**src/rtl/seq_resource_arbiter_pkg.sv**
```systemverilog
// Shared constants for the sequenced resource arbiter: state encodings, driver
// bundle bit positions and the default per-phase masks for the sensor phases.
package seq_resource_arbiter_pkg;

  localparam logic [1:0] StIdle = 2'd0;
  localparam logic [1:0] StRun  = 2'd1;
  localparam logic [1:0] StGap  = 2'd2;
  localparam logic [1:0] StErr  = 2'd3;

  localparam int unsigned ROW_DATA  = 4;
  localparam int unsigned ROW_WRITE = 3;
  localparam int unsigned COL_DATA  = 2;
  localparam int unsigned COL_WRITE = 1;
  localparam int unsigned KEY_WREN  = 0;

  localparam int unsigned PH_RESET   = 0;
  localparam int unsigned PH_SCAN    = 1;
  localparam int unsigned PH_PROCESS = 2;
  localparam int unsigned PH_CONF    = 3;

  // Row drivers stay enabled except while processing; processing holds the
  // column reset and forces the RAM read port.
  localparam logic [3:0] DEF_ROW_ENA_MASK = 4'b1011;
  localparam logic [3:0] DEF_COL_RST_MASK = 4'b0100;
  localparam logic [3:0] DEF_RAM_RD_MASK  = 4'b0100;

endpackage

```
**src/rtl/seq_next_phase.sv**
```systemverilog
// Combinational priority search: lowest set mask bit at or above a start index.
module seq_next_phase #(
  parameter int unsigned N_PH = 4,
  parameter int unsigned PH_W = 2
) (
  input  logic [N_PH-1:0] mask,
  input  logic [PH_W:0]   start,
  output logic [PH_W-1:0] idx,
  output logic            found
);

  always_comb begin
    found = 1'b0;
    idx   = '0;
    // Descending scan so the lowest qualifying bit is the last one written.
    for (int k = N_PH - 1; k >= 0; k--) begin
      if (mask[k] && ((PH_W + 1)'(k) >= start)) begin
        found = 1'b1;
        idx   = PH_W'(k);
      end
    end
  end

endmodule

```
**src/rtl/seq_resource_arbiter.sv**
```systemverilog
// Runs a programmable sequence of sub-FSM phases, granting each active phase
// exclusive use of the shared counters, RAM port and chip drivers.
module seq_resource_arbiter
  import seq_resource_arbiter_pkg::*;
#(
  parameter int unsigned      N_PH         = 4,
  parameter int unsigned      CTRL_W       = 5,
  parameter int unsigned      DATA_W       = 12,
  parameter int unsigned      TO_W         = 16,
  parameter int unsigned      RPT_W        = 8,
  parameter logic [CTRL_W-1:0] IDLE_CTRL   = 5'b10000,
  parameter logic [N_PH-1:0]  ROW_ENA_MASK = DEF_ROW_ENA_MASK,
  parameter logic [N_PH-1:0]  COL_RST_MASK = DEF_COL_RST_MASK,
  parameter logic [N_PH-1:0]  RAM_RD_MASK  = DEF_RAM_RD_MASK,
  localparam int unsigned     PH_W         = (N_PH > 1) ? $clog2(N_PH) : 1
) (
  input  logic                     clk,
  input  logic                     rst,
  input  logic                     en,
  input  logic                     i_start,
  input  logic                     i_abort,
  input  logic [N_PH-1:0]          i_phase_mask,
  input  logic [RPT_W-1:0]         i_repeat,
  input  logic [TO_W-1:0]          i_timeout,
  input  logic [N_PH-1:0]          i_end,
  input  logic [N_PH*CTRL_W-1:0]   i_col_control,
  input  logic [N_PH*CTRL_W-1:0]   i_row_control,
  input  logic [N_PH-1:0]          i_ram_wren,
  input  logic [N_PH-1:0]          i_ram_read,
  input  logic [N_PH*DATA_W-1:0]   i_ram_data,
  input  logic [N_PH*5-1:0]        i_drv,
  input  logic [N_PH-1:0]          i_row_rst,
  output logic [N_PH-1:0]          o_go,
  output logic [CTRL_W-1:0]        o_col_control,
  output logic [CTRL_W-1:0]        o_row_control,
  output logic                     o_ram_wren,
  output logic                     o_ram_read,
  output logic                     o_ram_ena,
  output logic                     o_ram_rsta,
  output logic [DATA_W-1:0]        o_ram_data,
  output logic [4:0]               o_drv,
  output logic                     o_row_rst,
  output logic                     o_chip_row_ena,
  output logic                     o_chip_col_rst,
  output logic [PH_W-1:0]          o_phase,
  output logic                     o_busy,
  output logic                     o_done,
  output logic                     o_done_pulse,
  output logic                     o_err,
  output logic                     o_aborted
);

  logic [1:0]      state_q, state_d;
  logic [PH_W-1:0] phase_q, phase_d;
  logic [N_PH-1:0] mask_q, mask_d;
  logic [RPT_W-1:0] rpt_q, rpt_d;
  logic [TO_W-1:0] to_q, to_d;
  logic [TO_W-1:0] wd_q, wd_d;
  logic            err_q, err_d;
  logic            done_pulse_q, done_pulse_d;
  logic            aborted_q, aborted_d;

  logic [CTRL_W-1:0] col_arr  [N_PH];
  logic [CTRL_W-1:0] row_arr  [N_PH];
  logic [DATA_W-1:0] data_arr [N_PH];
  logic [4:0]        drv_arr  [N_PH];

  for (genvar k = 0; k < N_PH; k++) begin : g_unpack
    assign col_arr[k]  = i_col_control[k*CTRL_W +: CTRL_W];
    assign row_arr[k]  = i_row_control[k*CTRL_W +: CTRL_W];
    assign data_arr[k] = i_ram_data[k*DATA_W +: DATA_W];
    assign drv_arr[k]  = i_drv[k*5 +: 5];
  end

  logic [PH_W-1:0] nxt_idx, low_idx;
  logic            nxt_found, low_found;
  logic [N_PH-1:0] low_mask;
  logic [TO_W-1:0] wd_inc;

  // In IDLE the lowest bit comes from the live mask; on a repeat, from the latched one.
  assign low_mask = (state_q == StIdle) ? i_phase_mask : mask_q;
  assign wd_inc   = wd_q + TO_W'(1);

  seq_next_phase #(
    .N_PH (N_PH),
    .PH_W (PH_W)
  ) u_next_above (
    .mask  (mask_q),
    .start ((PH_W + 1)'(phase_q) + (PH_W + 1)'(1)),
    .idx   (nxt_idx),
    .found (nxt_found)
  );

  seq_next_phase #(
    .N_PH (N_PH),
    .PH_W (PH_W)
  ) u_next_lowest (
    .mask  (low_mask),
    .start ('0),
    .idx   (low_idx),
    .found (low_found)
  );

  always_comb begin
    state_d      = state_q;
    phase_d      = phase_q;
    mask_d       = mask_q;
    rpt_d        = rpt_q;
    to_d         = to_q;
    wd_d         = wd_q;
    err_d        = err_q;
    done_pulse_d = 1'b0;
    aborted_d    = 1'b0;
    case (state_q)
      StIdle: begin
        if (i_start && low_found) begin
          mask_d  = i_phase_mask;
          rpt_d   = i_repeat;
          to_d    = i_timeout;
          err_d   = 1'b0;
          wd_d    = '0;
          phase_d = low_idx;
          state_d = StRun;
        end
      end
      StRun: begin
        wd_d = wd_inc;
        if (i_abort) begin
          aborted_d = 1'b1;
          phase_d   = '0;
          state_d   = StIdle;
        end else if ((to_q != '0) && (wd_inc == to_q)) begin
          err_d   = 1'b1;
          phase_d = '0;
          state_d = StErr;
        end else if (i_end[phase_q]) begin
          state_d = StGap;
        end
      end
      StGap: begin
        if (i_abort) begin
          aborted_d = 1'b1;
          phase_d   = '0;
          state_d   = StIdle;
        end else if (nxt_found) begin
          phase_d = nxt_idx;
          wd_d    = '0;
          state_d = StRun;
        end else if (rpt_q != '0) begin
          rpt_d   = rpt_q - RPT_W'(1);
          phase_d = low_idx;
          wd_d    = '0;
          state_d = StRun;
        end else begin
          done_pulse_d = 1'b1;
          phase_d      = '0;
          state_d      = StIdle;
        end
      end
      default: begin
        state_d = StIdle;
      end
    endcase
  end

  always_ff @(posedge clk or posedge rst) begin
    if (rst) begin
      state_q      <= StIdle;
      phase_q      <= '0;
      mask_q       <= '0;
      rpt_q        <= '0;
      to_q         <= '0;
      wd_q         <= '0;
      err_q        <= 1'b0;
      done_pulse_q <= 1'b0;
      aborted_q    <= 1'b0;
    end else if (en) begin
      state_q      <= state_d;
      phase_q      <= phase_d;
      mask_q       <= mask_d;
      rpt_q        <= rpt_d;
      to_q         <= to_d;
      wd_q         <= wd_d;
      err_q        <= err_d;
      done_pulse_q <= done_pulse_d;
      aborted_q    <= aborted_d;
    end
  end

  always_comb begin
    o_go           = '0;
    o_col_control  = IDLE_CTRL;
    o_row_control  = IDLE_CTRL;
    o_ram_wren     = 1'b0;
    o_ram_read     = 1'b0;
    o_ram_ena      = 1'b0;
    o_ram_rsta     = 1'b1;
    o_ram_data     = '0;
    o_drv          = '0;
    o_row_rst      = 1'b0;
    o_chip_row_ena = 1'b0;
    o_chip_col_rst = 1'b1;
    if (state_q == StRun) begin
      o_go[phase_q]  = 1'b1;
      o_col_control  = col_arr[phase_q];
      o_row_control  = row_arr[phase_q];
      o_ram_wren     = i_ram_wren[phase_q];
      o_ram_read     = i_ram_read[phase_q] | RAM_RD_MASK[phase_q];
      o_ram_ena      = 1'b1;
      o_ram_rsta     = 1'b0;
      o_ram_data     = data_arr[phase_q];
      o_drv          = drv_arr[phase_q];
      o_row_rst      = i_row_rst[phase_q];
      o_chip_row_ena = ROW_ENA_MASK[phase_q];
      o_chip_col_rst = COL_RST_MASK[phase_q];
    end
  end

  assign o_phase      = phase_q;
  assign o_busy       = (state_q == StRun) || (state_q == StGap);
  assign o_done       = (state_q == StIdle);
  assign o_done_pulse = done_pulse_q;
  assign o_err        = err_q;
  assign o_aborted    = aborted_q;

endmodule

```
**config.mk**
```make
export PLATFORM = sky130hd
export DESIGN_NAME = seq_resource_arbiter
export DESIGN_NICKNAME = d
export VERILOG_FILES = /design/src/rtl/seq_resource_arbiter_pkg.sv /design/src/rtl/seq_next_phase.sv /design/src/rtl/seq_resource_arbiter.sv
export SDC_FILE = /design/constraint.sdc
export NUM_CORES = 1
export LEC_CHECK = 0
export CORE_ASPECT_RATIO = 1.2
export CORE_UTILIZATION = 43
export CTS_BUF_LIST = sky130_fd_sc_hd__clkbuf_2 sky130_fd_sc_hd__clkbuf_4 sky130_fd_sc_hd__clkbuf_8
export DETAILED_ROUTE_END_ITERATION = 16
export PLACE_DENSITY = 0.83
export SYNTH_ARGS = -nofsm -noshare
export SYNTH_HDL_FRONTEND = slang
export SYNTH_SLANG_ARGS = --single-unit
```
**constraint.sdc**
```tcl
create_clock -name clk -period 3.21 [get_ports clk]
set_input_delay 0.4815 -clock clk [delete_from_list [all_inputs] [get_ports clk]]
set_output_delay 0.4815 -clock clk [all_outputs]
set_load 0.05 [all_outputs]
```
# Word level (Yosys, flattened, before mapping)
# Cells that the tools add are included.
[totals]
ff_bits = 51
output_inout_bits = 45
[op_classes]
bitwise = 2
order_cmp = 7
mux = 90
reduce_logical = 21
addsub = 3
n_eq_ne = 12
[op_table]
columns = ["operator", "n"]
rows = [
  ["$mux W16", 4],
  ["$pmux W16 S3", 1],
  ["$mux W5", 9],
  ["$mux W12", 3],
  ["$mux W2", 18],
  ["$mux W1", 34],
  ["$mux W8", 4],
  ["$bmux W5 S2", 3],
  ["$bmux W12 S2", 1],
  ["$add A16 B1 Y16 const B", 1],
  ["$eq A16 B16 Y1", 1],
  ["$pmux W8 S2", 1],
  ["$reduce_bool A16 Y1", 1],
  ["$bmux W1 S2", 6],
  ["$pmux W2 S3", 2],
  ["$ne A2 B2 Y1 const B", 5],
  ["$reduce_and A5 Y1", 2],
  ["$mux W4", 2],
  ["$reduce_bool A8 Y1", 1],
  ["$sub A8 B1 Y8 const B", 1],
  ["$logic_and A1 B1 Y1", 7],
  ["$ge A1 B3 Y1 const A", 2],
  ["$ge A2 B3 Y1 const A", 2],
  ["$ne A3 B3 Y1 const B", 2],
  ["other kinds (20)", 22],
]

# Longest topological paths before layout
# Gate-level depths: netlist of the first run.
[logic_depth]
word_depth = 10
mapped_depth = 10
mapped_depth_nobuf = 8

# Modules after synthesis
# A second synthesis of the first run with hierarchy kept.
[hier_totals]
hier_cells = 432
area_unflattened_um2 = 4316.6
[modules_own_cells]
columns = ["mod", "cells_each", "instances", "area_each_um2"]
rows = [
  ["seq_resource_arbiter", 410, 1, 4181.5],
  ["seq_next_phase", 11, 2, 67.6],
]

# Least setup slack after synthesis of the first run
# OpenSTA, ideal clock, no wires.
[synth_timing]
path_kind = "reg-to-output"
startpoint = "reg state_q[1]"
endpoint = "out o_chip_col_rst"
setup_slack_ns = -0.497
required_time_ns = 2.728
arrival_time_ns = 3.226
stages_incl_launch_ff = 7
path_cell_list = "dfrtp_1 -> inv_1 -> ha_1 -> clkbuf_1 -> clkinv_1 -> a21oi_1 -> inv_1"
[synth_between]
elab_chain_cells = 2
[synth_lines]
columns = ["element", "line", "source"]
rows = [
  ["from (decl)", "seq_resource_arbiter.sv:53", "logic [1:0] state_q, state_d;"],
  ["from (signal assigned)", "seq_resource_arbiter.sv:168", "state_q <= StIdle;"],
  ["from (signal assigned)", "seq_resource_arbiter.sv:178", "state_q <= state_d;"],
  ["$eq A2 B1 Y1", "seq_resource_arbiter.sv:203", "if (state_q == StRun) begin"],
  ["$mux W1", "seq_resource_arbiter.sv:203", ""],
  ["to (decl)", "seq_resource_arbiter.sv:44", "output logic o_chip_col_rst,"],
]
# Every way passes these cells.

# Worst setup path in the final report of the first run
[layout_timing]
startpoint = "reg wd_q[0]"
endpoint = "reg state_q[1]"
[layout_between]
elab_chain_cells = 6
word_cells_on_any_way = 8
cone_classes = "1 x add/sub; 2 x eq/ne; 3 x mux; 2 x reduce/logical"
[layout_lines]
columns = ["element", "line", "source"]
rows = [
  ["from (decl)", "seq_resource_arbiter.sv:58", "logic [TO_W-1:0] wd_q, wd_d;"],
  ["from (signal assigned)", "seq_resource_arbiter.sv:183", "wd_q <= wd_d;"],
  ["$add A16 B1 Y16 *", "seq_resource_arbiter.sv:82", "assign wd_inc = wd_q + TO_W'(1);"],
  ["$eq A16 B16 Y1 *", "seq_resource_arbiter.sv:132", "end else if ((to_q != '0) && (wd_inc == to_q)) begin"],
  ["$logic_and A1 B1 Y1 *", "seq_resource_arbiter.sv:132", ""],
  ["$mux W2", "seq_resource_arbiter.sv:132", ""],
  ["$mux W2", "seq_resource_arbiter.sv:128", "if (i_abort) begin"],
  ["$pmux W2 S3", "seq_resource_arbiter.sv:114", "case (state_q)"],
]
# Every way passes the cells marked *; elsewhere a longest branch is shown, timed or not.
# A chain may end at the register's enable or synchronous reset.

==> results.txt, run 1 <==
----------------------------------------------------
[Pwr]
  Switching part of the total ... 48.8%
  Worst voltage drop across the vdd grid ... 0.669 mV
  Static Leak ... about 2.6 nW
  Part of the power in combinational logic ... 70.1%
  Sw power ... 0.00279 W
  Register share of total power ... 20.5%
  Clock network fraction of design power ... 9.4%
  Cell internal pwr ... 0.00293 W
  PwrDens ... 863 mW/mm2

[CTS]
  Number of instances resized during post-cts repair ... 0
  H-Tree Level Count ... 2
  Hold-fix buffer count after cts ... 0
  Worst-case clock buffer depth ... 2
  Insertion delay to the later sink of the worst-skew pair ... 0.31 ns
  Post-CTS setup buffers ... 0
  CTS root buffer ... clkbuf_8
  CTS tree ... built
  Num CTS Buffers ... 5
  CTS sink cnt ... 51
  CTS clock-pin slew for the worst setup and hold paths ... 0.10 ns

[Synthesis]
  Sequential fraction of the synthesis area ... 29.8%
  Post-synthesis net count ... between 600 and 700
  Top cells by area, synth ... dfrtp_1 30%, mux4_2 16%, mux2_2 4.7%
  Mean instance size in the synthesized netlist ... 9.59 um2
  Synth warn ... 0
  Top-area cell type share of the netlist area ... 29.8%
  Post-synthesis cell count ... 446
  Flops & latches, synth ... 51
  Post-synthesis cell type with the largest combined area ... dfrtp_1
  Post-synth EDFFs ... 0
  Dominant synthesized flop cell ... dfrtp_1
  Total standard cell area after synthesis ... 0.00428 mm2
  Number of library cell types mapped by synthesis ... 60
  Share of flip-flops with an asynchronous set or reset ... 100%

[Drt]
  Via density ... 5.73
  Residual antenna-violating net count after detailed routing ... 0
  Routed wirelength normalized by instance count ... 18.4 um
  Detailed router's first-iteration violation count ... 222
  Final WL ... approximately 14,000 um
  Remaining routing DRC violations ... 0
  Overall via count from detail_route ... 4,345
  1st-pass router iterations ... 5

[Setup path]
  Maximum fanout along the worst path ... 11
  FF-to-FF setup slack ... 0.22 ns
  Critical-path cell list ... ha_1 -> nand3_1 -> nor3_1 -> xnor2_1 -> or4b_1 -> or4_4 -> a21oi_2 -> o22ai_1
  Cell count of the worst reg-to-reg path ... 8
  CP endpoint kind ... register
  Worst flop-to-flop path startpoint ... wd_q[0]
  Destination of the worst register-to-register timing path ... state_q[1]
  Type of the worst setup path ... reg2reg
  Arr. time, crit path ... around 3.2 ns
  Slowest cell delay on critical path ... 0.48 ns
  CP startpoint kind ... register
  Worst-path cell with the longest stage delay ... dfrtp_1
  CP required ... 3.42 ns

[Worst hold path]
  Min-Delay Path Class ... reg2reg
  Worst min-delay path startpoint ... rpt_q[1]
  Number of cells on the worst hold path ... 2
  Worst-case hold path end point ... rpt_q[1]

[Placed design]
  Instance count after placement with tap cells included ... 750
  Number of buffers added on ports ... 200
  Post-DP HPWL ... 11,300 um
  Last weighted congestion value of the routability-driven placer ... 0.935

[Global route]
  Remaining global-route overflow ... 0
  Number of antenna violations at the first check in global routing ... 0
  Global-route wire length before repair ... 22,400 um
  Number of global-route vias before repair ... 4,566
  Maximum number of pins on one net before global-route repair ... 46
  Tot GR Track Use ... around 28%

[Timing]
  Highest clock frequency the design can meet ... 335 MHz
  RSZ-0062 raised after global routing ... false
  Portion of the clock cycle consumed by the worst path in the final layout ... between 90% and 100%
  Relative slew margins ... about three fifths
  Hold violation total from the final report ... 0
  Maximum clock skew at final layout ... 0.0125 ns
  Transition time at the pin with the least slew margin ... 0.601 ns
  Worst hold margin ... 0.528 ns
  Max-slew violation count ... 0
  Final setup vio count ... 0
  Shortest period the worst path allows ... 2.99 ns

[Floorplanning]
  I/O pin count ... 202
  Placeable core region ... 0.00961 mm2
  Y dimension of the die ... 111 um
  Row Count ... 39
  Width of the die ... 93.0 um
  Initial cell density of the core ... 44.5%
  Full die area ... slightly above 0.01 mm2

[Layout]
  Area growth from synthesis to layout ... 55.1%
  Total number of nets in the final design ... between 700 and 800
  Non-filler instance count after layout ... 758
  Fraction of final layout cells sized beyond drive strength 1 ... 19.1%
  Diode count ... 0
  Final-layout fill cell count ... 729

[Run]
  Max-capacitance violation count ... 0

[Run status]
  Run status ... completed

----------------------------------------------------
[synthesized netlist by cell type, drive strengths merged (17+ instances only)]
library cell   n
a21oi         18
and2          28
clkbuf        17
dfrtp         51
inv           20
mux2          18
mux4          30
nand2         35
nor2          25
nor3          17
o21ai         28
[cells by family (layout without fill, tap and decap cells)]
logic type,after synthesis,after routing,share of synthesized area [%]
buffers and inverters,52,241,4.94
xor gates and xnor gates,21,21,4.30
adders and majority gates,7,7,2.05
and+or+nand+nor,165,165,21.7
DFF,51,51,29.8
AOI/OAI and AO/OA,95,95,15.0
muxes,55,55,22.2
[power by group through the flow]
stage          Sequential (W)  Clock, W  Combinational [W]
2_1_floorplan         0.00113         0            0.00269
3_3_place_gp          0.00115         0            0.00395
3_5_place_dp          0.00117         0            0.00402
4_1_cts               0.00116  0.000545            0.00403
5_1_grt               0.00121  0.000573            0.00428
6_report              0.00117  0.000540            0.00401
[per-stage QoR]
step,TNS (ns),total power [W],util [%],setup slack [ns],cell area [um2]
2_1_floorplan,-0.933,0.00381,-,-0.280,4280
3_3_place_gp,0,0.00510,67.6,0.311,6500
3_5_place_dp,0,0.00519,67.6,0.263,6500
5_1_grt,0,0.00607,69.0,0.0254,6630
6_report,0,0.00572,69.0,0.225,6630
4_1_cts,0,0.00574,69.0,0.222,6630
[sequential cells by signal, summed over array words and instances, names as in the netlist]
name	count
o_aborted	1
rpt_q	8
mask_q	4
state_q	2
o_err	1
wd_q	16
to_q	16
o_phase	2
o_done_pulse	1
[worst max-delay path by stage]
stage                     from    endpoint  slack [ns]  depth (start not counted)
floorplan           state_q[1]     o_go[0]       -0.28                          5
global placement       wd_q[0]  state_q[1]        0.31                          8
detailed placement     wd_q[0]  state_q[1]        0.26                          8
CTS                    wd_q[0]  state_q[1]        0.22                          8
global route           wd_q[0]  state_q[1]        0.03                          8
finish                 wd_q[0]  state_q[1]        0.22                          8
[layer usage]
metal | vias up | global-route usage [%] | share of wire (%)
met1 | 2081 | 34.8 | 40
met4 | 0 | 7.59 | 1.8
li1 | 2041 | - | -
met2 | 196 | 46.7 | 51
met3 | 27 | 6.38 | 7.4
met5 | - | 0 | 0
[cells in the final DEF (no fill, tap or decap), drive strengths merged, types with 18 or more instances in the layout]
cell type / count
and2: 28
buf: 49
mux2: 18
dfrtp: 51
a21oi: 18
nand2: 35
mux4: 30
inv: 20
nor2: 25
clkdlybuf4s50: 162
o21ai: 28
[critical path, delay by kind of cell, from the launching register on]
kind / cells / cell delay (ns)
simple gates: 4 / 1.73
flops: 1 / 0.48
xor+xnor: 1 / 0.20
compound gates: 2 / 0.21
fa+ha+maj: 1 / 0.26
[final cells by class]
class,instances,area (um2),share of cell area (%)
Multi-Input combinational cell,343,2790,42.1
Sequential cell,51,1280,19.3
Clock buffer,5,68.8,1.04
Inverter,22,82.6,1.25
Tap cell,123,154,2.32
Clock inverter,3,67.6,1.02
Timing Repair Buffer,211,2190,33.0
(Power assumes the default switching activity.)
==> inputs of run 2 (changes only) <==
==> constraint.sdc (replaced) <==
create_clock -name clk -period 3.2 [get_ports clk]
set_input_delay 0.48 -clock clk [delete_from_list [all_inputs] [get_ports clk]]
set_output_delay 0.48 -clock clk [all_outputs]
set_load 0.05 [all_outputs]
==> run 2 against run 1 <==
Effect of this change: sequential share of layout area grew 0.091 points; combinational power is essentially flat; clock power shrank 30%; critical endpoint unchanged.
==> results.txt, run 2 (synthesis results as in run 1) <==
----------------------------------------------------
[Run status]
  Run status ... completed

[Placed design]
  Worst setup slack before clock tree synthesis ... 0.229 ns
  Last weighted congestion value of the routability-driven placer ... ~0.95
  Number of buffers added on ports ... 200
  Instance count after placement with tap cells included ... 750
  Post-DP HPWL ... 11,200 um

[Global route]
  Global-route wire length before repair ... approximately 23,000 um
  Tot GR Track Use ... 27.9%
  Number of antenna violations at the first check in global routing ... 0
  Maximum number of pins on one net before global-route repair ... between 40 and 50
  Number of global-route vias before repair ... 4,600
  Remaining global-route overflow ... 0

[Timing]
  Shortest period the worst path allows ... 3.04 ns
  Maximum clock skew at final layout ... 0.00805 ns
  Max-slew violation count ... 0
  Highest clock frequency the design can meet ... 329 MHz
  Final setup vio count ... 0
  Hold violation total from the final report ... 0
  Transition time at the pin with the least slew margin ... 0.579 ns
  Final critical-path setup slack ... 0.159 ns
  Portion of the clock cycle consumed by the worst path in the final layout ... 95.0%
  Relative slew margins ... 61.4%
  Worst hold margin ... 0.530 ns

[Setup path]
  Combined buffer and inverter count along the critical path ... 0
  Cell class contributing the biggest share of worst-path delay ... simple AND/OR/NAND/NOR gates
  Slowest cell delay on critical path ... approximately 0.52 ns
  Critical-path cell list ... ha_1 -> nand3_1 -> o31ai_1 -> a21oi_1 -> or4b_1 -> or4_4 -> a21oi_2 -> o22ai_1
  Worst-path cell with the longest stage delay ... or4b_1
  CP startpoint kind ... register
  FF-to-FF setup slack ... ~0.16 ns
  CP required ... 3.41 ns
  Maximum fanout along the worst path ... 11
  Worst flop-to-flop path startpoint ... wd_q[0]
  Cell count of the worst reg-to-reg path ... 8
  Destination of the worst register-to-register timing path ... state_q[1]
  CP endpoint kind ... register
  Type of the worst setup path ... reg2reg
  Arr. time, crit path ... 3.25 ns

[Floorplanning]
  Row Count ... 39
  Full die area ... 0.0104 mm2
  Y dimension of the die ... 111 um
  I/O pin count ... 202
  Initial cell density of the core ... 44.5%
  Width of the die ... 93.0 um
  Placeable core region ... 0.00961 mm2

[CTS]
  CTS tree ... built
  H-Tree Level Count ... 2
  Insertion delay to the later sink of the worst-skew pair ... 0.32 ns
  Hold-fix buffer count after cts ... 0
  CTS sink cnt ... roughly 50
  CTS clock-pin slew for the worst setup and hold paths ... 0.10 ns
  Num CTS Buffers ... 5
  CTS root buffer ... clkbuf_8
  Post-CTS setup buffers ... 0
  Worst-case clock buffer depth ... 2

[Drt]
  Remaining routing DRC violations ... 0
  Detailed router's first-iteration violation count ... 253
  Routed wirelength normalized by instance count ... 18.6 um
  Final WL ... 14,100 um
  Residual antenna-violating net count after detailed routing ... 0
  Overall via count from detail_route ... 4,444
  Via density ... 5.86
  1st-pass router iterations ... 5

[Pwr]
  PwrDens ... 850 mW/mm2
  Worst voltage drop across the vdd grid ... slightly below 0.6 mV
  Static Leak ... 2.60 nW
  PnR Total Power ... 0.00561 W

[Layout]
  Total number of nets in the final design ... 798
  Non-filler instance count after layout ... 758
  Leading cell types in the layout, fill and taps excluded ... 162 x clkdlybuf4s50_1, 50 x dfrtp_1, 35 x nand2_1, 32 x buf_4, 30 x mux4_2
  Fraction of final layout cells sized beyond drive strength 1 ... 19.2%
  Leading cell type in the layout, fill and taps excluded ... clkdlybuf4s50_1
  Area growth from synthesis to layout ... 54.4%
  Diode count ... 0
  Largest regs ... to_q (16), wd_q (16), rpt_q (8)

[Worst hold path]
  Min-Delay Path Class ... in2async

[Run]
  Max-capacitance violation count ... 0

----------------------------------------------------
-- run 2: final cells by class --
class	count	area, um2
fill	727	3010
multi-input combinational	343	2800
timing repair buffer	211	2200
sequential	51	1280
tap	123	154
inverter	22	82.6
clock buffer	5	68.8
clock inverter	3	18.8
-- run 2: what timing repair did --
action,4_1_cts,5_1_grt
hold endpoints to repair,0,0
endpoints found under the setup margin,0,1
gates resized for setup,0,1
-- run 2: metrics by stage --
stage               utilization (%)  setup TNS, ns  cell area [um2]
global route                   68.7        -0.0168             6600
finish                         68.7              0             6600
detailed placement             67.7              0             6510
floorplan                         -         -0.967             4280
global placement               67.7              0             6510
CTS                            68.6              0             6600
-- run 2: how the worst max path moves through the flow --
stage | start | to | slack, ns | depth (start not counted)
final | wd_q[0] | state_q[1] | 0.16 | 8
after global routing | wd_q[0] | state_q[0] | -0.02 | 8
after global placement | wd_q[0] | state_q[1] | 0.31 | 8
after detailed placement | wd_q[0] | state_q[1] | 0.23 | 8
after CTS | wd_q[0] | state_q[1] | 0.23 | 8
after floorplan | state_q[1] | o_go[0] | -0.29 | 5
-- run 2: worst reg2reg max path, delay by kind of cell, from the launching register on --
kind | cells | cell delay (ns)
adders and majority gates | 1 | 0.26
DFF | 1 | 0.48
AOI/OAI and AO/OA | 4 | 0.86
and+or+nand+nor | 3 | 1.34
-- run 2: per-layer routing --
metal / track usage (%) / wire length (um) / up-vias / part of all wire [%]
li1: - / - / 2044 / -
met1: 35.3 / 5600 / 2127 / 40
met2: 46.6 / 7050 / 240 / 50
met3: 7.27 / 1200 / 33 / 8.5
met4: 7.79 / 272 / 0 / 1.9
met5: 0 / 0 / - / 0
-- run 2: power breakdown --
group	internal, W	switching (W)	leakage [nW]
registers	0.000881	0.000332	0.642
logic	0.00176	0.00226	1.91
clock network	0.000154	0.000226	0.0483
